## src/rtl/display_pkg.sv

```systemverilog
// Shared encodings for the 7-segment scan controller: FSM states,
// digit count and anode/digit-select idle patterns.
package display_pkg;
  typedef enum logic [1:0] {ST_IDLE, ST_BLANK, ST_SHOW} state_t;

  localparam int         NUM_DIGITS = 4;
  localparam int         IDX_W      = $clog2(NUM_DIGITS);
  localparam logic [3:0] ANODES_OFF = 4'b1111;
  localparam logic [3:0] DIG_RESET  = 4'b0001;

  function automatic logic [3:0] idx_to_dig(input logic [IDX_W-1:0] i);
    return DIG_RESET << i;
  endfunction
endpackage

```

## src/rtl/display_scan_ctrl.sv

```systemverilog
// Time-multiplexed 4-digit anode scanner with blanking gaps and a
// frame-synchronous double buffer for the displayed BCD value.
module display_scan_ctrl
  import display_pkg::*;
#(
  parameter int SCAN_DIV     = 50000,
  parameter int BLANK_CYCLES = 500,
  parameter int CNT_W        = 20
) (
  input  logic        clk,
  input  logic        rst_n,
  input  logic        enable,
  input  logic [15:0] number_in,
  input  logic        number_load,
  output logic [15:0] number,
  output logic [3:0]  dig,
  output logic [3:0]  an_n,
  output logic        frame_done,
  output logic        load_pending
);
  localparam logic [CNT_W-1:0] SHOW_LAST  = CNT_W'(SCAN_DIV - 1);
  localparam logic [CNT_W-1:0] BLANK_LAST = CNT_W'((BLANK_CYCLES == 0) ? 0 : BLANK_CYCLES - 1);
  localparam logic [IDX_W-1:0] IDX_LAST   = IDX_W'(NUM_DIGITS - 1);

  state_t           state, state_nx;
  logic [CNT_W-1:0] cnt, cnt_nx;
  logic [IDX_W-1:0] idx, idx_nx;
  logic [3:0]       dig_nx, an_nx;
  logic [15:0]      staging, staging_nx, number_nx;
  logic             fd_nx, pend_nx, frame_end, commit;

  always_ff @(posedge clk) begin
    if (!rst_n) begin
      state        <= ST_IDLE;
      cnt          <= '0;
      idx          <= '0;
      dig          <= DIG_RESET;
      an_n         <= ANODES_OFF;
      frame_done   <= 1'b0;
      number       <= '0;
      staging      <= '0;
      load_pending <= 1'b0;
    end else begin
      state        <= state_nx;
      cnt          <= cnt_nx;
      idx          <= idx_nx;
      dig          <= dig_nx;
      an_n         <= an_nx;
      frame_done   <= fd_nx;
      number       <= number_nx;
      staging      <= staging_nx;
      load_pending <= pend_nx;
    end
  end

  always_comb begin
    state_nx   = state;
    cnt_nx     = cnt;
    idx_nx     = idx;
    dig_nx     = dig;
    an_nx      = an_n;
    fd_nx      = 1'b0;
    frame_end  = 1'b0;
    number_nx  = number;
    staging_nx = staging;
    pend_nx    = load_pending;

    case (state)
      ST_IDLE: begin
        an_nx  = ANODES_OFF;
        dig_nx = DIG_RESET;
        idx_nx = '0;
        cnt_nx = '0;
        if (enable) begin
          if (BLANK_CYCLES == 0) begin
            state_nx = ST_SHOW;
            an_nx    = ~DIG_RESET;
          end else begin
            state_nx = ST_BLANK;
          end
        end
      end
      ST_BLANK: begin
        if (cnt == BLANK_LAST) begin
          state_nx = ST_SHOW;
          cnt_nx   = '0;
          an_nx    = ~dig;
        end else begin
          cnt_nx = cnt + CNT_W'(1);
        end
      end
      ST_SHOW: begin
        if (cnt == SHOW_LAST) begin
          // dig moves to the next digit here so the decoder settles during BLANK
          cnt_nx    = '0;
          idx_nx    = idx + IDX_W'(1);
          dig_nx    = idx_to_dig(idx + IDX_W'(1));
          frame_end = (idx == IDX_LAST);
          fd_nx     = frame_end;
          if (BLANK_CYCLES == 0) begin
            an_nx = ~idx_to_dig(idx + IDX_W'(1));
          end else begin
            state_nx = ST_BLANK;
            an_nx    = ANODES_OFF;
          end
        end else begin
          cnt_nx = cnt + CNT_W'(1);
        end
      end
      default: state_nx = ST_IDLE;
    endcase

    if (!enable) begin
      state_nx  = ST_IDLE;
      cnt_nx    = '0;
      idx_nx    = '0;
      dig_nx    = DIG_RESET;
      an_nx     = ANODES_OFF;
      fd_nx     = 1'b0;
      frame_end = 1'b0;
    end

    // A load coinciding with a commit bypasses staging straight to the display
    commit = (state == ST_IDLE) || frame_end;
    if (commit) begin
      if (number_load) begin
        number_nx  = number_in;
        staging_nx = number_in;
        pend_nx    = 1'b0;
      end else if (load_pending) begin
        number_nx = staging;
        pend_nx   = 1'b0;
      end
    end else if (number_load) begin
      staging_nx = number_in;
      pend_nx    = 1'b1;
    end
  end
endmodule

```

## config.mk

```make
export PLATFORM = sky130hd
export DESIGN_NAME = display_scan_ctrl
export DESIGN_NICKNAME = d
export VERILOG_FILES = /design/src/rtl/display_pkg.sv /design/src/rtl/display_scan_ctrl.sv
export SDC_FILE = /design/constraint.sdc
export NUM_CORES = 1
export LEC_CHECK = 0
export CORE_ASPECT_RATIO = 1.75
export CORE_MARGIN = 2
export CORE_UTILIZATION = 45
export CTS_CLUSTER_SIZE = 10
export DETAILED_ROUTE_END_ITERATION = 10
export PLACE_DENSITY_LB_ADDON = 0.3
export RECOVER_POWER = 100
export SETUP_SLACK_MARGIN = 0.3
export SYNTH_ARGS = -nofsm -noshare
export SYNTH_HDL_FRONTEND = slang
export SYNTH_SLANG_ARGS = --single-unit
```

## constraint.sdc

```tcl
create_clock -name clk -period 2.6 [get_ports clk]
set_clock_uncertainty 0.15 [all_clocks]
set_input_delay 0.26 -clock clk [delete_from_list [all_inputs] [get_ports clk]]
set_output_delay 0.26 -clock clk [all_outputs]
set_load 0.02 [all_outputs]
```

-- After elaboration in Yosys (flattened, before gate mapping)
Cells that the tools add are included.
Widths: inputs -> output; s select.
- output and inout bits: 26
- flip-flop bits (word level): 66
- input bits: 20
- word-level logic and storage cells: 50
- equal/unequal tests: 7
- shift operators: 1
- reduce and logical (&&, ||, !) cells: 11
- mux-type cells: 18
- bitwise logic cells: 2
- $add $sub $neg: 2
- operators with widths (kind ; number):
    $pmux 20 s3 ; 1
    $mux 20 ; 2
    $mux 16 ; 2
    $add 20x1->20 const B ; 1
    $eq 20x16->1 const B ; 1
    $eq 20x9->1 const B ; 1
    $mux 4 ; 3
    $pmux 4 s3 ; 1
    $pmux 4 s2 ; 1
    $reduce_and 2->1 ; 4
    $mux 2 ; 3
    $pmux 2 s3 ; 1
    $eq 2x2->1 const B ; 2
    $ne 2x2->1 const B ; 2
    $not 4->4 ; 1
    $pmux 2 s2 ; 1
    $reduce_bool 2->1 ; 2
    $shl 1x2->4 const A ; 1
    $mux 1 ; 3
    $reduce_and 3->1 ; 1
    $reduce_bool 3->1 ; 1
    $add 2x1->2 const B ; 1
    $eq 2x1->1 const B ; 1
    $logic_not 2->1 ; 1
    3 further kinds ; 3

-- Logic depth before layout (Yosys ltp)
- depth in word-level cells: 6
- gate-level depth with buffers: 8
- depth with buffers taken out: 7

-- Worst setup path after synthesis
OpenSTA, ideal clock, no wires.
- kind: reg-to-reg
- start point: register cnt[0]
- end point: register cnt[19]
- data required time: 2.333 ns
- path buffers: 1
- library setup time: 0.117 ns
- period minus slack after synthesis: 2.524 ns
- setup slack: 0.076 ns
- cell stages (with the launch flop): 9
- arrival time: 2.257 ns
- cells stage by stage: dfxtp_1 > ha_1 > and3_1 > or4b_4 > o31ai_4 > a2111oi_4 > buf_6 > a21o_1 > a22o_1
- longest elaborated chain between the ends: 3
- elaborated cells on any way between the ends: 6
- classes of those cells: add/sub: 1; eq/ne: 2; mux: 3
- ends and longest elaborated chain (element ; RTL line ; text):
    start, declared ; display_scan_ctrl.sv:26 ; logic [CNT_W-1:0] cnt, cnt_nx;
    start signal, assigned ; display_scan_ctrl.sv:45 ; cnt <= cnt_nx;
    $add 20x1->20 (tied with other cells) ; display_scan_ctrl.sv:89, display_scan_ctrl.sv:107 ;
    $mux 20 (on tied branches) ; display_scan_ctrl.sv:93, display_scan_ctrl.sv:84 ;
    $pmux 20 s3 (*) ; display_scan_ctrl.sv:68 ; case (state)
Every way passes the cells marked *; elsewhere a longest branch is shown, timed or not.
A chain may end at the register's enable or synchronous reset.

-- Final worst setup path
- start point: register cnt[0]
- end point: register cnt[15]
The elaborated chain is that of the path after synthesis.

==> run summary <==
Final Wtd Congestion - 0.8562
htree depth - 3
Setup WS pre-CTS - -173.1 ps
largest net degree at the start of global routing - 37
Slew Viols, Final - 0
Vias - 2659
Post-Syn Area per Cell - 9.157 µm²
Final nets - 430
maxcap violations - 0
critical path arrival - 2510 ps
Cell Pwr Density - 618.3 nW/µm²
CP max stage delay - 480 ps
Mapped Area - 2958 µm²
final setup margin - 158.9 ps
Synth top area share - 44.67%
Worst R2R Start - cnt[0]
largest cells by area after synthesis - dfxtp_1, mux2i_1, o211a_1
number of diodes - 0
Critical Path End - cnt[15]
Vias/cell - 5.449
internal power - 2.031 mW
Hold Crit Class - reg2reg
vias in the first global route - 2597
CTS root buf - clkbuf_16
Synth warnings - 0
initial core utilization - 45.92%
max_slew headroom - 25.96%
TritonCTS buffer count - 9
Critical-path top delay cell - or4b_4
Fillers - 530
CTS sink count - 66
flop2flop setup slack - 160 ps
Tightest Pin Transition - 1111 ps
Core ar. - 6441 µm²
final period utilization - 93.89%
# rows - 39
delay-heaviest family, CP - simple AND/OR/NAND/NOR gates
Comb power frac - 9.3%
CP startpoint - cnt[0]
Layout area overhead - 42.01%
Bufs and invs on worst path - 3
IO Pins - 46
Max FO, Critical Path - 4
Global Route Usage Sum - 20.81%
critical path type - reg2reg
P_leak - 1.850 nW
deepest clock path buffer count - 2
r2r endpoint - cnt[15]
status - finished clean
ANT nets after route - 0
CTS tree - built
CP dominant cell by count - clkbuf_1
Congestion Overflow GR - 0
Worst-path clk slew - 50 ps
final hold vios - 0
PortBufs - 45
post-layout min period - 2441 ps
final wirelength - 7456 µm
synthesized flop and latch total - 66
Net Sw Power - 0.5657 mW
cell chain of the critical path - ha_4 > and3_1 > or4b_4 > o31ai_4 > buf_6 > a2111oi_4 > clkbuf_1 > clkbuf_1 > a21oi_1 > o21ai_0
drt first pass iters - 4
post-synthesis sequential area ratio - 44.67%
Syn Inst Count - 323
sequential share of power - 41.0%
Sw Share - 21.78%
IR Drop Worst-Case VDD - 0.4140 mV
WL/cell - 15.28 µm
initial antenna violation count - 0
DRC viols - 0
Clock power frac - 49.7%
crit end category - flip-flop
multi-input logic area - 1655 µm²
Tot Pwr - 2.597 mW
chip height - 111.3 µm
Die Span X - 65.29 µm
RSZ-0062 raised after global routing - true
FF/Latch Area - 1330 µm²
stages on the worst setup path - 10
first-pass GRT wire length - 11640 µm
Worst-Skew Late Latency - 330 ps
startpoint types - flip-flop
reg2reg path depth - 10
fmax - 0.4097 GHz
CP Data Required Time - 2670 ps
die area - 7263 µm²
post-DP HPWL - 4747 µm
Distinct cells, synth - 35
layout cells sized above 1 - 17.49%
Synth area leader - dfxtp_1
Final setup viols - 0
Final TNS setup - 0 ps
Synthesized Nets - 352
Starting DRT DRC Count - 171
CTS Hold Bufs - 0
-- stage by stage --
stage	area (µm²)	util [%]	cells	hold slack (ps)
final	4200	65.21	488	341.7
after detailed placement	3657	56.78	457	333.4
after floorplan	2978	-	323	216.0
after global routing	4200	65.21	488	360.8
after global placement	3657	56.78	457	318.1
after CTS	4034	62.63	476	349.7
-- cells by family (layout without fill, tap and decap cells) --
group / count (synthesis) / after routing / synth area share (%)
simple gates: 126 / 126 / 21.83
buf+inv: 31 / 111 / 4.272
flops: 66 / 66 / 44.67
mux: 19 / 19 / 6.430
compound gates: 72 / 75 / 18.99
fa+ha+maj: 9 / 9 / 3.807
-- layer usage --
metal | track usage, % | routed length, µm
met5 | 0 | 0
met4 | 13.89 | 296
met3 | 5.888 | 387
met2 | 35.44 | 3873
met1 | 21.34 | 2898
-- sequential cells by signal, summed over array words and instances (netlist names) --
name          cells
load_pending      1
idx               2
dig               4
an_n              4
state             2
number           16
cnt              20
frame_done        1
staging          16
-- cell usage in the layout (no fill, tap or decap), types with 3 or more instances in the layout --
cell and count:
a2111oi_4 3, a21o_1 5, a21oi_1 16, a22o_1 7
a22oi_1 4, a31oi_1 10, and3_1 7, buf_4 28
buf_6 4, clkbuf_1 5, clkbuf_16 9, clkdlybuf4s50_1 18
dfxtp_1 63, dlygate4sd3_1 27, ha_1 8, inv_1 12
mux2i_1 19, nand2_1 32, nand2b_1 4, nand3_1 12
nand3b_1 5, nand4_1 6, nor2_1 24, nor2b_1 17
nor4_1 4, o211a_1 16, o21ai_0 4
-- power by group through the flow --
stage	Sequential [mW]	Clock, mW	Combinational, mW
2_1_floorplan	1.11	0	0.102
3_3_place_gp	1.09	0	0.231
3_5_place_dp	1.09	0	0.235
4_1_cts	1.07	1.31	0.242
5_1_grt	1.07	1.37	0.263
6_report	1.07	1.29	0.241
-- worst min path at each step --
| stage | start | end | slack (ps) | cells past startpoint |
|---|---|---|---|---|
| detailed placement | cnt[7] | cnt[7] | 330 | 2 |
| floorplan | enable | load_pending | 220 | 1 |
| finish | number[13] | number[13] | 340 | 1 |
| CTS | cnt[7] | cnt[7] | 350 | 2 |
| global route | number[8] | number[8] | 360 | 1 |
| global placement | cnt[7] | cnt[7] | 320 | 2 |
-- timing repair --
action / CTS / global route
endpoints found under the setup margin: 30 / 49
setup buffers: 2 / 10
gates resized for setup: 4 / 23
pin swaps: 3 / 22
cloned: 1 / 2
-- final cells by class --
type	count	area share (%)
multi-input combinational	229	39.41
sequential	66	31.67
timing repair buffer	83	17.81
clock buffer	11	5.779
tap	82	2.443
clock inverter	5	1.817
inverter	12	1.072
-- worst reg2reg max path: cells and delay by family, from the launching register on --
family / cells / cell delay [ps]
flip-flops: 1 / 350
buffers and inverters: 3 / 540
AND/OR/NAND/NOR: 2 / 640
adder cells (fa/ha/maj): 1 / 130
AO/OA/AOI/OAI: 4 / 530
-- Yosys cell counts --
master	n
dfxtp_1	66
nand2_1	33
nor2_1	24
mux2i_1	19
a21oi_1	18
nor2b_1	17
o211a_1	16
clkbuf_1	14
nand3_1	13
inv_1	12
a31oi_1	11
ha_1	9
a22o_1	7
and3_1	7
nand4_1	6
nor4_1	6
o21ai_0	6
a21o_1	5
nand3b_1	5
a22oi_1	4
nand2b_1	4
and2_1	3
and4_1	2
buf_1	2
buf_2	2
nor3_1	2
or2_2	2
a2111oi_4	1
a221o_1	1
buf_6	1
o2bb2ai_1	1
o31ai_4	1
o41ai_2	1
or3_1	1
or4b_4	1
Note: power is estimated with default switching activity, not from simulation.
==> patch 1: new RTL, config.mk and constraints unchanged <==
The 3 states of `state_t` get a one-hot encoding in 3 bits.
--- a/src/rtl/display_pkg.sv
+++ b/src/rtl/display_pkg.sv
@@ -1,7 +1,7 @@
 // Shared encodings for the 7-segment scan controller: FSM states,
 // digit count and anode/digit-select idle patterns.
 package display_pkg;
-  typedef enum logic [1:0] {ST_IDLE, ST_BLANK, ST_SHOW} state_t;
+  typedef enum logic [2:0] {ST_IDLE = 3'b001, ST_BLANK = 3'b010, ST_SHOW = 3'b100} state_t;
 
   localparam int         NUM_DIGITS = 4;
   localparam int         IDX_W      = $clog2(NUM_DIGITS);
Check against the original RTL: same outputs for any inputs over 10 cycles, from zero or initial values and one cycle with rst_n low; not proved beyond that.
==> patch 1 against the original RTL <==
- sequential share of layout area grew 0.57 points
- worst hold slack got worse by 0.015 ns
- sequential cell count is 1 higher
- combinational power up 21%
- setup slack worse by 0.028 ns
- critical path type unchanged
- die area up 1.2%
- routed wire length down 3.6%
- area after synthesis is 1.3% higher
- design area shrank 0.39%
- power grew 2.2%
==> patch 1: results (changes against the original RTL) <==
* Clock share of power at 0.478 (-0.019)
* Plain + repair buffers at 78 (-6.0%)
* Multi-input logic portion of the cell area at 0.399 (+0.00452)
* Status: finished, final reports clean
* Cells on Worst Hold Path at 2 (+1)
* Nonclk inv count at 5 (-7)
* Dpl hpwl at 4.52 mm (-4.9%)
* Syn nets at 355 (+0.85%)
* Worst path slowest cell: or4_4
* Routing usage on met1 at 0.220 (+0.00685)
* Gpl congestion at 0.863 (+0.77%)
* Total GRT Usage at 0.204 (-0.00373)
* WP data arrival at 2.53 ns (+0.02 ns)
* Largest net degree at the start of global routing at 35 (-5.4%)
* R2R setup slack at 0.13 ns (-0.03 ns)
* Adder-Cell Fraction of Synth Area at 0.0251 (-0.0130)
* Final non-clock buffer share at 0.176 (-0.00230)
* Comb_multi_in at 243 (+6.1%)
* CP endpoint: cnt[2]
* Worst-margin pin slew at 1.23 ns (+0.117 ns)
* Share of cells above drive strength 1 at 0.181 (+0.00650)
* Reg-to-reg critical path endpoint: cnt[2]
* Synth unique cells at 46 (+31%)
* WHS at 0.326 ns (-0.0153 ns)
* Placed inst area at 3610 µm² (-1.2%)
* Peak supply drop at 0.000562 V (+36%)
* Post-synthesis compound-gate area fraction at 0.190 (+0.000464)
* First-pass GRT wire length at 11.5 mm (-0.95%)
* Hold path start: dig[2]
* Synth cell count leaders: dfxtp_1 (67), nand2_1 (49), nor2_1 (26), a21oi_1 (17), mux2i_1 (17)
* Slowest stage delay, CP at 0.57 ns (+0.09 ns)
* Clkbuf count at 13 (+2)
* DIE WIDTH at 65.7 µm (+0.61%)
* Setup repair bufs after CTS at 10 (+8)
* Seq area share at 0.322 (+0.00572)
* Clock Sinks at 67 (+1.5%)
* Number of global-route vias before repair at 2545 (-2.0%)
* Total routed wirelength at 7.19 mm (-3.6%)
* Top cells by area, synth: dfxtp_1 (45%), nand2_1 (6.1%), mux2i_1 (5.7%)
* Post-CTS sizing at 8 (+4)
-- patch 1: changes by cell type in the layout (fill, tap and decap cells not counted), moves of 5 or more --
cell      unedited run  this run
nand2_1             32        46
o211ai_1             0         5
inv_1               12         5
and3_1               7         2
dfxtp_2              1         6
buf_4               28        22
-- patch 1: kinds of logic (layout without fill, tap and decap cells) --
group	count (synthesis)	in the layout
simple gates	140	140
compound gates	77	79
flops	67	67
buf+inv	21	98
mux	17	17
fa+ha+maj	6	6
xor+xnor	1	1
-- patch 1: per-stage QoR --
step | util | power, mW | worst slack (ns) | cells
after global placement | 0.557 | 1.38 | 0.0890 | 457
after global routing | 0.645 | 2.74 | 0.0636 | 490
after detailed placement | 0.557 | 1.39 | 0.0621 | 457
after floorplan | - | 1.27 | 0.246 | 329
after CTS | 0.630 | 2.68 | 0.127 | 485
final | 0.645 | 2.65 | 0.131 | 490
==> patch 2: new RTL, config.mk and constraints unchanged <==
Without the edit above. Set the parameter `CNT_W` to 40 (it was 20).
--- a/src/rtl/display_scan_ctrl.sv
+++ b/src/rtl/display_scan_ctrl.sv
@@ -5,7 +5,7 @@
 #(
   parameter int SCAN_DIV     = 50000,
   parameter int BLANK_CYCLES = 500,
-  parameter int CNT_W        = 20
+  parameter int CNT_W        = 40
 ) (
   input  logic        clk,
   input  logic        rst_n,
Check against the original RTL: no difference found for any inputs over 10 cycles, from zero or initial values and one cycle with rst_n low; that may be too few to reach the edited logic, so the function may still have changed.
==> patch 2 against the original RTL <==
- the flow now finishes with violations (setup timing)
- first-iteration DRC count is 140% higher
- setup slack worse by 0.24 ns
- power is 19% higher
- design area is 53% higher
- area after synthesis is 45% higher
- sequential cell count is 20 higher
- routed wire length is 93% higher
==> patch 2: results (changes against the original RTL) <==
* Crit path max fanout at 5 (+1)
* Register area at 1730 µm² (+30%)
* Placed Cells at 682 (+49%)
* DR iter-0 viols at 407 (+140%)
* Final net count at 639 (+49%)
* Post-synthesis xor/xnor area fraction at 0.00205 (+0.00205)
* Routed len/inst at 19.5 µm (+28%)
* Total GRT Usage at 0.250 (+0.0420)
* Setup repair bufs after CTS at 16 (+14)
* Post-route insts no fill at 737 (+51%)
* Yosys reg bits at 86 (+30%)
* Seq/Total Area, Yosys at 0.402 (-0.0445)
* Worst path slowest cell: nor4_1
* # setup viols final at 13 (+13)
* Mux cell area share after synthesis at 0.0421 (-0.0222)
* Mean Syn Cell Area at 8.54 µm² (-6.7%)
* Cells on Worst Hold Path at 2 (+1)
* First-pass GRT wire length at 20.8 mm (+79%)
* Syn nets at 530 (+51%)
* Comb_multi_in at 369 (+61%)
* Met3 wire len at 825 µm (+110%)
* Violated checks: setup timing
* Nonclk inv count at 13 (+1)
* Hold path start: dig[1]
* WL met2 at 7.76 mm (+100%)
* Worst-margin pin slew at 1.21 ns (+0.0999 ns)
* Fill cell count at 651 (+23%)
* Share of cells above drive strength 1 at 0.315 (+0.141)
* Largest net degree at the start of global routing at 38 (+2.7%)
* Multi-input logic portion of the cell area at 0.444 (+0.0503)
* Reg-to-reg critical path endpoint: cnt[38]
* DR pass1 iterations at 7 (+3)
* WHS Endpoint: dig[1]
* Post-CTS sizing at 51 (+47)
* WP data arrival at 2.75 ns (+0.24 ns)
* Routing usage on met1 at 0.258 (+0.0443)
* Final non-clock buffer share at 0.207 (+0.0289)
* Adder-Cell Fraction of Synth Area at 0.0263 (-0.0118)
* Global Route met2 Usage at 0.454 (+0.0991)
* Worst-path clk slew at 0.07 ns (+0.02 ns)
* Leak at 2.43 nW (+31%)
* Status: complete, but fails checks
* Plain + repair buffers at 131 (+58%)
* Setup WS post-layout at -0.0813 ns (-0.240 ns)
* Register-to-Register Path Depth at 8 (-2)
[patch 2: cell types whose count changed in the layout (fill, tap and decap cells not counted), moves of 20 or more]
cell     delta
buf_6      +20
nand3_1    +27
nor2_1     +32
buf_4      +23
[patch 2: metrics by stage]
stage               hold WS (ns)  setup TNS [ns]  area, µm²   util  setup slack [ns]
floorplan                  0.276               0       4370      -            0.0627
global placement           0.321               0       5160  0.552            0.0470
finish                     0.332          -0.305       6420  0.687           -0.0813
global route               0.357           -5.25       6420  0.687            -0.192
detailed placement         0.332        -0.00282       5160  0.552          -0.00282
CTS                        0.342               0       5890  0.630            0.0889
[patch 2: where the power goes]
group | total (mW) | internal, mW | switching (mW) | leakage (nW)
Combinational | 0.385 | 0.177 | 0.207 | 1.58
Sequential | 1.38 | 1.36 | 0.0200 | 0.705
Clock | 1.32 | 0.755 | 0.568 | 0.139
[patch 2: worst register-to-register path: cells and delay by family (launching register included)]
kind            cells  cell delay, ns
compound gates      2            0.39
simple gates        4            1.33
buf+inv             2            0.30
flops               1            0.38
